**src/rtl/synapse_current.sv**
```systemverilog
// Post-synaptic current generator: captures pre-synaptic spikes, delays them by
// DELAY simulation steps, and integrates signed weights into a decaying current.
module synapse_current #(
  parameter int unsigned DELAY       = 2,
  parameter int unsigned DECAY_SHIFT = 3,
  parameter int          BIAS        = 0
) (
  input  logic        clk,
  input  logic        rst,
  input  logic        step,
  input  logic        spike_in,
  input  logic [10:0] weight,
  output logic [10:0] i_out,
  output logic        spike_del,
  output logic        sat,
  input  logic        sat_clr,
  output logic [15:0] spike_cnt
);

  localparam int unsigned IW = 11;
  localparam int unsigned SW = 14;

  logic                 r_pending;
  logic                 w_cap;
  logic                 w_del;
  logic signed [IW-1:0] r_i;
  logic                 r_spike_del;
  logic                 r_sat;
  logic [15:0]          r_cnt;

  logic signed [SW-1:0] w_cur;
  logic signed [SW-1:0] w_dec;
  logic signed [SW-1:0] w_wt;
  logic signed [SW-1:0] w_bias;
  logic signed [SW-1:0] w_sum;
  logic signed [IW-1:0] w_next;
  logic                 w_clamp;

  // Spikes between steps merge; a spike on the step cycle belongs to that step.
  assign w_cap = r_pending | spike_in;

  always_ff @(posedge clk or negedge rst) begin
    if (!rst) begin
      r_pending <= 1'b0;
    end else if (step) begin
      r_pending <= 1'b0;
    end else if (spike_in) begin
      r_pending <= 1'b1;
    end
  end

  // Axonal delay line, advanced once per simulation step.
  if (DELAY > 0) begin : g_line
    logic [DELAY-1:0] r_line;

    always_ff @(posedge clk or negedge rst) begin
      if (!rst) begin
        r_line <= '0;
      end else if (step) begin
        r_line <= DELAY'({r_line, w_cap});
      end
    end

    assign w_del = r_line[DELAY-1];
  end else begin : g_nodelay
    assign w_del = w_cap;
  end

  // Decay, weight and bias summed at 14 bits so the clamp sees the true value.
  assign w_cur  = {{(SW-IW){r_i[IW-1]}}, r_i};
  assign w_dec  = w_cur >>> DECAY_SHIFT;
  assign w_wt   = w_del ? {{(SW-IW){weight[IW-1]}}, weight} : '0;
  assign w_bias = SW'(BIAS);
  assign w_sum  = w_cur - w_dec + w_wt + w_bias;

  always_comb begin
    w_next  = w_sum[IW-1:0];
    w_clamp = 1'b0;
    if (w_sum > 14'sd1023) begin
      w_next  = 11'sd1023;
      w_clamp = 1'b1;
    end else if (w_sum < -14'sd1024) begin
      w_next  = 11'h400;
      w_clamp = 1'b1;
    end
  end

  always_ff @(posedge clk or negedge rst) begin
    if (!rst) begin
      r_i         <= '0;
      r_spike_del <= 1'b0;
      r_cnt       <= '0;
    end else begin
      r_spike_del <= step & w_del;
      if (step) begin
        r_i <= w_next;
        if (w_del) begin
          r_cnt <= r_cnt + 16'd1;
        end
      end
    end
  end

  // Sticky saturation flag; a saturating step overrides a simultaneous clear.
  always_ff @(posedge clk or negedge rst) begin
    if (!rst) begin
      r_sat <= 1'b0;
    end else if (step && w_clamp) begin
      r_sat <= 1'b1;
    end else if (sat_clr) begin
      r_sat <= 1'b0;
    end
  end

  assign i_out     = r_i;
  assign spike_del = r_spike_del;
  assign sat       = r_sat;
  assign spike_cnt = r_cnt;

endmodule

```
**config.mk**
```make
export PLATFORM = sky130hd
export DESIGN_NAME = synapse_current
export DESIGN_NICKNAME = d
export VERILOG_FILES = /design/src/rtl/synapse_current.sv
export SDC_FILE = /design/constraint.sdc
export NUM_CORES = 1
export LEC_CHECK = 0
export CAP_MARGIN = 30
export CORE_MARGIN = 1.5
export CORE_UTILIZATION = 50
export DETAILED_ROUTE_END_ITERATION = 6
export PLACE_DENSITY = 0.77
export SYNTH_ARGS = -nofsm -noshare
export SYNTH_HDL_FRONTEND = slang
export SYNTH_SLANG_ARGS = --single-unit
```
**constraint.sdc**
```tcl
create_clock -name clk -period 3.8 [get_ports clk]
set_input_delay 0.76 -clock clk [delete_from_list [all_inputs] [get_ports clk]]
set_output_delay 0.76 -clock clk [all_outputs]
set_load 0.03 [all_outputs]
```
==> impl_summary.txt, run 1 <==
----------------------------------------------------
[Route]
  Avg Vias per Cell ... roughly 5.5
  Post-detailed-route wirelength per cell ... 15.3 µm
  Violation count after the first detailed-route iteration ... 148
  Total detailed-routing wirelength ... 5510 µm
  DR pass1 iterations ... 6
  Number of remaining DRC errors ... 3
  Vias after detailed routing ... 1980
  Antenna violation net count after detailed routing ... 0

[Synth]
  Fraction of registers with async set/reset ... between 90% and 100%
  EDFF count, synth ... 0
  Area share of the largest cell type after synthesis ... 33.8%
  Synth Net Count ... 294
  Yosys reg bits ... 32
  Predominant post-synthesis flop cell ... dfrtp_1
  Cells after Synth ... about 260
  Yosys warning count ... 0
  Synth top area cells ... dfrtp_1 34%, fa_1 8.5%, ha_1 6.9%
  Post-Syn Area per Cell ... approximately 9.3 µm²
  Post-synthesis cell type count ... 48
  Synthesized area ... 2370 µm²
  Leading area contributor after synthesis ... dfrtp_1
  Share of synthesized area occupied by flip-flops and latches ... 33.8%

[Setup path]
  Ordered cell list for the critical path ... clkdlybuf4s50_1 -> nand2_1 -> fa_1 -> fa_1 -> nor2b_1 -> o2111ai_1 -> nand3_1 -> a21oi_1 -> buf_4 -> o21ai_0 -> a21oi_1 -> mux2_2
  RR Startpoint ... g_line.r_line[1]
  Worst R2R Path Depth ... 11
  End of the worst register-to-register path ... i_out[3]
  Critical path's slowest cell ... fa_1
  Cell family contributing the most delay on the critical path ... adder cells
  Worst setup slack for register-to-register paths ... ~0.48 ns
  Worst EP arrival ... 3.69 ns
  Start-to-end type of the worst setup path ... input port to register
  Element type at the critical path start ... input port
  Capturing element type of the critical path ... register
  CP Buf/Inv Count ... 2
  Critical path's largest stage delay ... 0.51 ns
  Peak fanout along the critical path ... 11
  Data required, critical path ... 3.98 ns

[Floorplan]
  Number of placed I/O pins ... 45
  Cell Rows ... 24
  Effective utilization at floorplan ... 53.2%
  Chip Width ... around 70 µm
  Die area ... 5150 µm²
  DIE HEIGHT ... 71.8 µm
  Std-Cell Core Area ... 4440 µm²

[Global routing]
  Largest net degree at the start of global routing ... 33
  Total grt overflow ... 0
  Global-route wire length before repair ... around 9500 µm
  Vias in the first global route ... 1974
  Initial antenna violation count ... 0
  GRT Resource Usage Total ... 24.2%

[Hold path]
  Number of cells on the worst hold path ... 1
  Sink of the worst hold path ... spike_cnt[15]
  Launch instance of the worst min-delay path ... spike_cnt[15]
  Type of the tightest min-delay check ... register to register

[Clock network]
  Number of buffers between clock root and the deepest sink ... 2
  Clock Latency Late Sink ... 0.29 ns
  Sinks on Clock Net ... 32
  Post-CTS setup-driven buffer insertion count ... 0
  Number of levels the H-tree was split into ... 2
  Cell chosen for the clock root ... clkbuf_8
  Count of hold-fix buffers inserted at cts ... 0
  CTS tree ... built
  Number of clock buffers inserted by TritonCTS ... 5
  Resized cells post-CTS ... 0
  Clk pin slew, worst setup/hold paths ... approximately 0.070 ns

[STA]
  Relative slew slack ... 65.6%
  Upper clock frequency limit ... 0.285 GHz
  Final hold viol count ... 0
  Worst Tran Pin Value ... 0.516 ns
  Number of slew-limit violations in the final report ... 0
  Clk_skew ... 0.00866 ns
  Setup repair after global routing missed its margin ... false
  Share of the clock period used by the worst path ... between 90% and 100%
  Worst hold slack across all endpoints ... 0.473 ns
  Final min period ... 3.51 ns
  Final setup violation count ... 0

[Layout]
  Commonest non-fill, non-tap cells in the layout ... 44 x clkdlybuf4s50_1, 32 x dfrtp_1, 29 x inv_1, 20 x nand2_1
  Number of nets at the end of the flow ... 347
  Growth of design area from synthesis to finish ... 27.1%
  Fraction of final layout cells sized beyond drive strength 1 ... about 10%
  Commonest non-fill, non-tap cell in the layout ... clkdlybuf4s50_1
  Number of inserted diodes ... 0

[Place]
  Final Wtd Congestion ... 0.863
  Count of input and output buffers ... 44
  Post-DP HPWL ... between 4000 and 5000 µm

[Run status]
  Violations in the final reports ... DRC
  Run status ... complete, but fails checks

[Flow run]
  Maximum capacitance violations ... 0

----------------------------------------------------
stage by stage:
| step | utilization, % | area, µm² | instances | setup WS, ns | TNS [ns] |
|---|---|---|---|---|---|
| 4_1_cts | 67.7 | 3010 | 361 | 0.267 | 0 |
| 5_1_grt | 67.7 | 3010 | 361 | 0.0862 | 0 |
| 2_1_floorplan | - | 2370 | 255 | 0.684 | 0 |
| 6_report | 67.7 | 3010 | 361 | 0.285 | 0 |
| 3_5_place_dp | 65.2 | 2900 | 353 | -0.00769 | -0.0112 |
| 3_3_place_gp | 65.2 | 2900 | 353 | 0.0750 | 0 |
sequential cells by signal (all words and copies together), names as in the netlist:
register       flops
i_out             11
r_pending          1
spike_del          1
sat                1
g_line.r_line      2
spike_cnt         16
cells in the mapped netlist, types with 3 or more instances:
master	count
xor2_1	7
a211oi_1	3
clkbuf_1	3
o21ai_0	9
o21a_1	3
ha_1	13
o21ai_1	5
dfrtp_1	32
nor3_1	6
nand3_1	6
nand2b_1	3
mux2_2	6
nor2_1	18
fa_1	10
inv_1	29
a21oi_1	18
and2_1	4
nand4_1	6
xnor2_1	14
o211ai_1	4
nand2_1	20
cell type report:
class,count,area [µm²]
Timing Repair Buffer,53,508
Sequential cell,32,801
Tap cell,52,65.1
Clock inverter,2,35.0
Multi-Input combinational cell,187,1420
Inverter,29,109
Clock buffer,6,72.6
Fill cell,367,1440
kinds of logic (layout without fill, tap and decap cells):
family / count (synthesis) / count (layout) / synth area share, %
AND/OR/NAND/NOR: 77 / 77 / 16.8
AO/OA/AOI/OAI: 60 / 60 / 17.1
buffers and inverters: 36 / 90 / 6.29
flip-flops: 32 / 32 / 33.8
adder cells (fa/ha/maj): 23 / 23 / 15.3
XOR/XNOR: 21 / 21 / 7.77
multiplexers: 6 / 6 / 2.86
worst reg2reg max path, delay by kind of cell, from the launching register on:
kind	cells	cell delay (ns)
AO/OA/AOI/OAI	4	0.58
AND/OR/NAND/NOR	3	0.51
multiplexers	1	0.29
buffers and inverters	1	0.18
adder cells (fa/ha/maj)	2	0.99
flip-flops	1	0.67
worst max path at each step:
stage,cells past startpoint,endpoint,from,slack (ns)
final,12,i_out[3],weight[1],0.29
after global placement,12,i_out[7],weight[4],0.08
after floorplan,11,i_out[7],weight[4],0.68
after global routing,12,i_out[6],weight[1],0.09
after CTS,13,i_out[8],weight[2],0.27
after detailed placement,12,i_out[3],weight[1],-0.008
routing by layer:
layer	share of wire, %	GRT usage, %
met1	46	32.7
met2	48	38.8
met3	3.9	5.77
met4	1.8	7.55
met5	0	0
Power of run 1 is left out: the tool's default activity adds up to more than one toggle a clock period on the data nets, which glitch-free logic cannot reach.
==> run 2: changes to the inputs <==
--- a/config.mk
+++ b/config.mk
@@ -5,11 +5,15 @@
 export SDC_FILE = /design/constraint.sdc
 export NUM_CORES = 1
 export LEC_CHECK = 0
+export ABC_CLOCK_PERIOD_IN_PS = 3800
 export CAP_MARGIN = 30
+export CELL_PAD_IN_SITES_DETAIL_PLACEMENT = 1
+export CELL_PAD_IN_SITES_GLOBAL_PLACEMENT = 2
 export CORE_MARGIN = 1.5
-export CORE_UTILIZATION = 50
+export CORE_UTILIZATION = 32
 export DETAILED_ROUTE_END_ITERATION = 6
-export PLACE_DENSITY = 0.77
+export PLACE_DENSITY_LB_ADDON = 0.1
+export SLEW_MARGIN = 20
 export SYNTH_ARGS = -nofsm -noshare
 export SYNTH_HDL_FRONTEND = slang
 export SYNTH_SLANG_ARGS = --single-unit
==> run 2 against run 1 <==
The flow now finishes without violations. Sequential share of layout area is 1.2 points lower. Clock skew is 0.0028 ns lower. Via count is 2.5% higher.
==> impl_summary.txt, run 2 (synthesis gave the netlist of run 1 again) <==
----------------------------------------------------
[Run status]
  Run status ... finished, final reports clean

[Floorplan]
  DIE HEIGHT ... 89.0 µm (+24%)
  Effective utilization at floorplan ... 32.8% (-20 points)
  Die area ... 7920 µm² (+54%)
  Cell Rows ... 31 (+29%)
  Number of placed I/O pins ... 45 (unchanged)
  Std-Cell Core Area ... 7210 µm² (+62%)
  Chip Width ... 89.0 µm (+24%)

[STA]
  Setup repair after global routing missed its margin ... false
  Final setup violation count ... 0 (unchanged)
  Final min period ... 3.53 ns (+0.0115 ns)
  Worst Tran Pin Value ... 0.487 ns (-0.0289 ns)
  Worst hold slack across all endpoints ... 0.471 ns (-0.00151 ns)
  Share of the clock period used by the worst path ... 92.8% (+0.30 points)
  Number of slew-limit violations in the final report ... 0 (unchanged)
  Upper clock frequency limit ... 0.284 GHz (-0.33%)
  Final hold viol count ... 0 (unchanged)
  Relative slew slack ... 67.5% (+1.9 points)
  Clk_skew ... 0.00584 ns (-0.00283 ns)

[Global routing]
  Total grt overflow ... 0 (unchanged)
  Global-route wire length before repair ... 10700 µm (+12%)
  Largest net degree at the start of global routing ... 33 (unchanged)
  Vias in the first global route ... 2091 (+5.9%)
  Initial antenna violation count ... 0 (unchanged)
  GRT Resource Usage Total ... 17.9% (-6.4 points)

[Place]
  DP Area ... 3030 µm² (+4.6%)
  Final Wtd Congestion ... 0.798 (-7.4%)
  Count of input and output buffers ... 44 (unchanged)
  Post-DP HPWL ... 5060 µm (+21%)

[Clock network]
  Clock Latency Late Sink ... 0.29 ns (about the same)
  Number of buffers between clock root and the deepest sink ... 2 (unchanged)
  Number of clock buffers inserted by TritonCTS ... 5 (unchanged)
  Count of hold-fix buffers inserted at cts ... 0 (unchanged)
  Number of levels the H-tree was split into ... 2 (unchanged)
  Post-CTS setup-driven buffer insertion count ... 0 (unchanged)
  Sinks on Clock Net ... 32 (unchanged)
  Cell chosen for the clock root ... clkbuf_8
  Clk pin slew, worst setup/hold paths ... 0.07 ns (about the same)
  CTS tree ... built
  Resized cells post-CTS ... 0 (unchanged)

[Setup path]
  Capturing element type of the critical path ... register
  Worst R2R Path Depth ... 12 (+1)
  RR Startpoint ... g_line.r_line[1]
  End of the worst register-to-register path ... i_out[7]
  Worst EP arrival ... 3.71 ns (+0.02 ns)
  Peak fanout along the critical path ... 5 (-6)
  Ordered cell list for the critical path ... clkdlybuf4s50_1 -> nand2_1 -> fa_1 -> inv_1 -> ha_1 -> nor2b_2 -> o2111ai_1 -> nand3b_1 -> a21oi_1 -> a211oi_2 -> buf_4 -> o21bai_1 -> a31o_1
  Critical path's largest stage delay ... 0.50 ns (about the same)
  Data required, critical path ... 3.98 ns (about the same)
  Element type at the critical path start ... input port
  Start-to-end type of the worst setup path ... input port to register
  Critical path's slowest cell ... fa_1
  Worst setup slack for register-to-register paths ... 0.50 ns (+0.02 ns)

[Layout]
  Commonest non-fill, non-tap cell in the layout ... clkdlybuf4s50_1
  Number of filler cells placed in the layout ... 873 (+140%)
  Commonest non-fill, non-tap cells in the layout ... 44 x clkdlybuf4s50_1, 32 x dfrtp_1, 29 x inv_1, 20 x nand2_1, 19 x buf_4
  Growth of design area from synthesis to finish ... 33.0%
  Max reg flops ... 16 (unchanged)
  Number of inserted diodes ... 0 (unchanged)
  Final design area excluding fillers ... 3150 µm² (+4.7%)
  Number of nets at the end of the flow ... 357 (+2.9%)
  Fraction of final layout cells sized beyond drive strength 1 ... 13.8% (+3.4 points)

[Hold path]
  Type of the tightest min-delay check ... register to register
  Sink of the worst hold path ... spike_cnt[15]
  Launch instance of the worst min-delay path ... spike_cnt[15]
  Number of cells on the worst hold path ... 1 (unchanged)

[Route]
  Violation count after the first detailed-route iteration ... 94 (-36%)
  DR pass1 iterations ... 4 (-2)
  Avg Vias per Cell ... 4.85 (-11%)
  Total detailed-routing wirelength ... 6420 µm (+16%)
  Antenna violation net count after detailed routing ... 0 (unchanged)
  Number of remaining DRC errors ... 0 (-3)
  Vias after detailed routing ... 2029 (+2.5%)
  Post-detailed-route wirelength per cell ... 15.3 µm (+0.60%)

[Flow run]
  Maximum capacitance violations ... 0 (unchanged)

----------------------------------------------------
run 2: worst max-delay path by stage:
stage | end | start
global route | i_out[7] | weight[2]
finish | i_out[7] | weight[2]
detailed placement | i_out[7] | weight[2]
global placement | i_out[7] | weight[2]
floorplan | i_out[7] | weight[4]
CTS | i_out[7] | weight[2]
run 2: critical path, delay by kind of cell:
family / cells / cell delay [ns]
AOI/OAI and AO/OA: 5 / 1.05
adders and majority gates: 2 / 0.83
buffers and inverters: 3 / 0.66
and+or+nand+nor: 3 / 0.41
run 2: layer usage:
metal / up-vias / track usage (%) / part of all wire (%)
met5: - / 0 / 0
met4: 0 / 4.20 / 0.72
met3: 4 / 3.79 / 4.2
met2: 33 / 28.0 / 47
met1: 991 / 25.3 / 48
li1: 1001 / - / -
run 2: layout make-up:
class,count,area [µm²],area share (%)
timing repair buffer,63,583,18.5
sequential,32,801,25.4
multi-input combinational,187,1420,45.1
clock inverter,3,42.5,1.35
inverter,29,109,3.46
clock buffer,5,68.8,2.19
tap,99,124,3.94
run 2: per-stage QoR:
step | worst slack, ns | std cells | TNS (ns) | utilization [%]
2_1_floorplan | 0.684 | 255 | 0 | -
3_3_place_gp | 0.0317 | 410 | 0 | 42.0
3_5_place_dp | -0.0323 | 410 | -0.0323 | 42.0
4_1_cts | 0.279 | 418 | 0 | 43.6
5_1_grt | 0.0423 | 418 | 0 | 43.6
6_report | 0.274 | 418 | 0 | 43.6
Power of run 2 is left out for the same reason.
==> run 3: changes to the inputs <==
--- a/config.mk
+++ b/config.mk
@@ -5,7 +5,7 @@
 export SDC_FILE = /design/constraint.sdc
 export NUM_CORES = 1
 export LEC_CHECK = 0
-export ABC_CLOCK_PERIOD_IN_PS = 3800
+export ABC_CLOCK_PERIOD_IN_PS = 4000
 export CAP_MARGIN = 30
 export CELL_PAD_IN_SITES_DETAIL_PLACEMENT = 1
 export CELL_PAD_IN_SITES_GLOBAL_PLACEMENT = 2
==> constraint.sdc (replaced) <==
create_clock -name clk -period 4 [get_ports clk]
set_input_delay 0.8 -clock clk [delete_from_list [all_inputs] [get_ports clk]]
set_output_delay 0.8 -clock clk [all_outputs]
set_load 0.03 [all_outputs]
==> run 3 against run 2 <==
Global-route usage shrank 0.43 points. Clock-buffer cell count grew 2. Sequential share of layout area grew 0.92 points. Clock skew grew 0.0022 ns. Die area is the same. Non-clock buffer count shrank 12. Largest cell class unchanged. First-iteration DRC count shrank 15%. Final area shrank 3.5%. Via count shrank 3.5%. Utilization shrank 1.5 points. Critical path depth shrank 2. Critical path type unchanged.
==> impl_summary.txt, run 3 (synthesis gave the netlist of run 1 again) <==
----------------------------------------------------
[Run status]
  Run status ... finished, final reports clean

[STA]
  Share of the clock period used by the worst path ... 89.9%
  Worst hold slack across all endpoints ... 0.467 ns (-0.00415 ns)
  Worst Tran Pin Value ... 0.490 ns (+0.00297 ns)
  Final min period ... 3.59 ns
  Final hold viol count ... 0 (unchanged)
  Number of slew-limit violations in the final report ... 0 (unchanged)
  Sum of negative setup slack ... 0 ns (unchanged)
  Relative slew slack ... 67.3% (-0.20 points)
  Clk_skew ... 0.00808 ns (+0.00224 ns)
  Final setup violation count ... 0 (unchanged)
  Setup repair after global routing missed its margin ... false
  Upper clock frequency limit ... around 0.28 GHz

[Clock network]
  Sinks on Clock Net ... 32 (unchanged)
  Number of levels the H-tree was split into ... 2 (unchanged)
  CTS tree ... built
  Number of clock buffers inserted by TritonCTS ... 5 (unchanged)
  Clk pin slew, worst setup/hold paths ... 0.07 ns (about the same)
  Resized cells post-CTS ... 0 (unchanged)
  Clock Latency Late Sink ... 0.28 ns (about the same)
  Post-CTS setup-driven buffer insertion count ... 0 (unchanged)
  Number of buffers between clock root and the deepest sink ... 2 (unchanged)
  Count of hold-fix buffers inserted at cts ... 0 (unchanged)
  Cell chosen for the clock root ... clkbuf_8

[Floorplan]
  Chip Width ... 89.0 µm (unchanged)
  DIE HEIGHT ... 89.0 µm (unchanged)
  Die area ... 7920 µm² (unchanged)
  Effective utilization at floorplan ... 32.8% (unchanged)
  Number of placed I/O pins ... 45 (unchanged)
  Std-Cell Core Area ... 7210 µm² (unchanged)
  Cell Rows ... 31 (unchanged)

[Setup path]
  Element type at the critical path start ... input port
  Start-to-end type of the worst setup path ... input port to register
  Ordered cell list for the critical path ... clkdlybuf4s50_1 -> nand2_1 -> fa_1 -> fa_1 -> nor2b_1 -> o2111ai_1 -> nand3b_1 -> a21oi_1 -> a211oi_2 -> o21bai_1 -> a31o_1
  Peak fanout along the critical path ... 5 (unchanged)
  Cell family contributing the most delay on the critical path ... compound AO/OA/AOI/OAI gates
  Most numerous cell on the critical path ... fa_1
  Worst EP arrival ... 3.82 ns (+0.11 ns)
  Worst R2R Path Depth ... 10 (-2)
  CP Buf/Inv Count ... 1 (-2)
  Data required, critical path ... 4.23 ns (+0.25 ns)
  Capturing element type of the critical path ... register
  Critical path's slowest cell ... fa_1
  Total number of cells along the worst setup path ... 11 (-2)
  Critical path's largest stage delay ... 0.52 ns (+0.02 ns)

[Global routing]
  Largest net degree at the start of global routing ... 33 (unchanged)
  GRT Resource Usage Total ... 17.4% (-0.43 points)
  Initial antenna violation count ... 0 (unchanged)
  Global-route wire length before repair ... 10400 µm (-2.6%)
  Total grt overflow ... 0 (unchanged)
  Vias in the first global route ... 2082 (-0.43%)

[Layout]
  Commonest non-fill, non-tap cell in the layout ... clkdlybuf4s50_1
  Fraction of final layout cells sized beyond drive strength 1 ... 9.77% (-4.0 points)
  Number of filler cells placed in the layout ... 855 (-2.1%)
  Number of inserted diodes ... 0 (unchanged)
  Sequential Area ... 801 µm² (unchanged)
  Number of nets at the end of the flow ... 345 (-3.4%)
  Growth of design area from synthesis to finish ... 28.3%
  Commonest non-fill, non-tap cells in the layout ... 44 x clkdlybuf4s50_1, 32 x dfrtp_1, 29 x inv_1, 20 x nand2_1
  Max reg flops ... 16 (unchanged)
  Multi-input combinational cell area ... 1420 µm² (-0.18%)

[Hold path]
  Number of cells on the worst hold path ... 1 (unchanged)
  Type of the tightest min-delay check ... register to register

[Route]
  Post-detailed-route wirelength per cell ... 15.5 µm (+0.85%)
  Number of remaining DRC errors ... 0 (unchanged)
  Total detailed-routing wirelength ... 6290 µm (-2.0%)
  Vias after detailed routing ... 1957 (-3.5%)
  Violation count after the first detailed-route iteration ... 80 (-15%)
  Antenna violation net count after detailed routing ... 0 (unchanged)
  Avg Vias per Cell ... 4.82 (-0.70%)
  DR pass1 iterations ... 4 (unchanged)

[Flow run]
  Maximum capacitance violations ... 0 (unchanged)

[Place]
  Post-DP HPWL ... 4920 µm (-2.9%)
  Count of input and output buffers ... 44 (unchanged)
  Final Wtd Congestion ... 0.829 (+3.8%)

----------------------------------------------------
run 3: cell types whose count changed in the layout (fill, tap and decap cells not counted), sizes merged:
cell	delta
buf	-12
bufinv	-1
clkbuf	+2
clkinv	-1
run 3: area by class of cell:
cell class	count	share of cell area, %
Multi-Input combinational cell	187	46.6
Sequential cell	32	26.4
Timing Repair Buffer	51	16.2
Tap cell	99	4.08
Inverter	29	3.58
Clock buffer	7	2.84
Clock inverter	1	0.247
run 3: path summary, 6_finish.rpt:
path	start	slack [ns]	end
min in group asynchronous	rst	0.92	spike_cnt[15]
max reg2reg	g_line.r_line[1]	0.65	i_out[7]
min reg2reg	spike_cnt[15]	0.47	spike_cnt[15]
max	weight[1]	0.41	i_out[7]
max in group asynchronous	rst	2.77	spike_cnt[0]
min	spike_cnt[15]	0.47	spike_cnt[15]
run 3: metrics by stage:
step           std cells  setup WS (ns)  util [%]  area [µm²]
6_report             406          0.406      42.1        3040
5_1_grt              406          0.231      42.1        3040
4_1_cts              406          0.415      42.1        3040
3_5_place_dp         398          0.123      40.8        2940
3_3_place_gp         398          0.115      40.8        2940
2_1_floorplan        255          0.844         -        2370
run 3: per-layer routing:
metal / share of wire [%] / vias to the layer above / GRT usage, %
met1: 52 / 943 / 25.0
met5: 0 / - / 0
met2: 44 / 29 / 27.1
met3: 3.0 / 6 / 3.32
met4: 0.97 / 0 / 4.20
li1: - / 979 / -
run 3: worst register-to-register path: stages, from the launching register on:
cell and delay, ns:
dfrtp_1 0.65, nand2_1 0.14, fa_1 0.52, fa_1 0.48, nor2b_1 0.24, o2111ai_1 0.22
nand3b_1 0.19, a21oi_1 0.12, a211oi_2 0.42, o21bai_1 0.17, a31o_1 0.15
Power of run 3 is left out for the same reason.
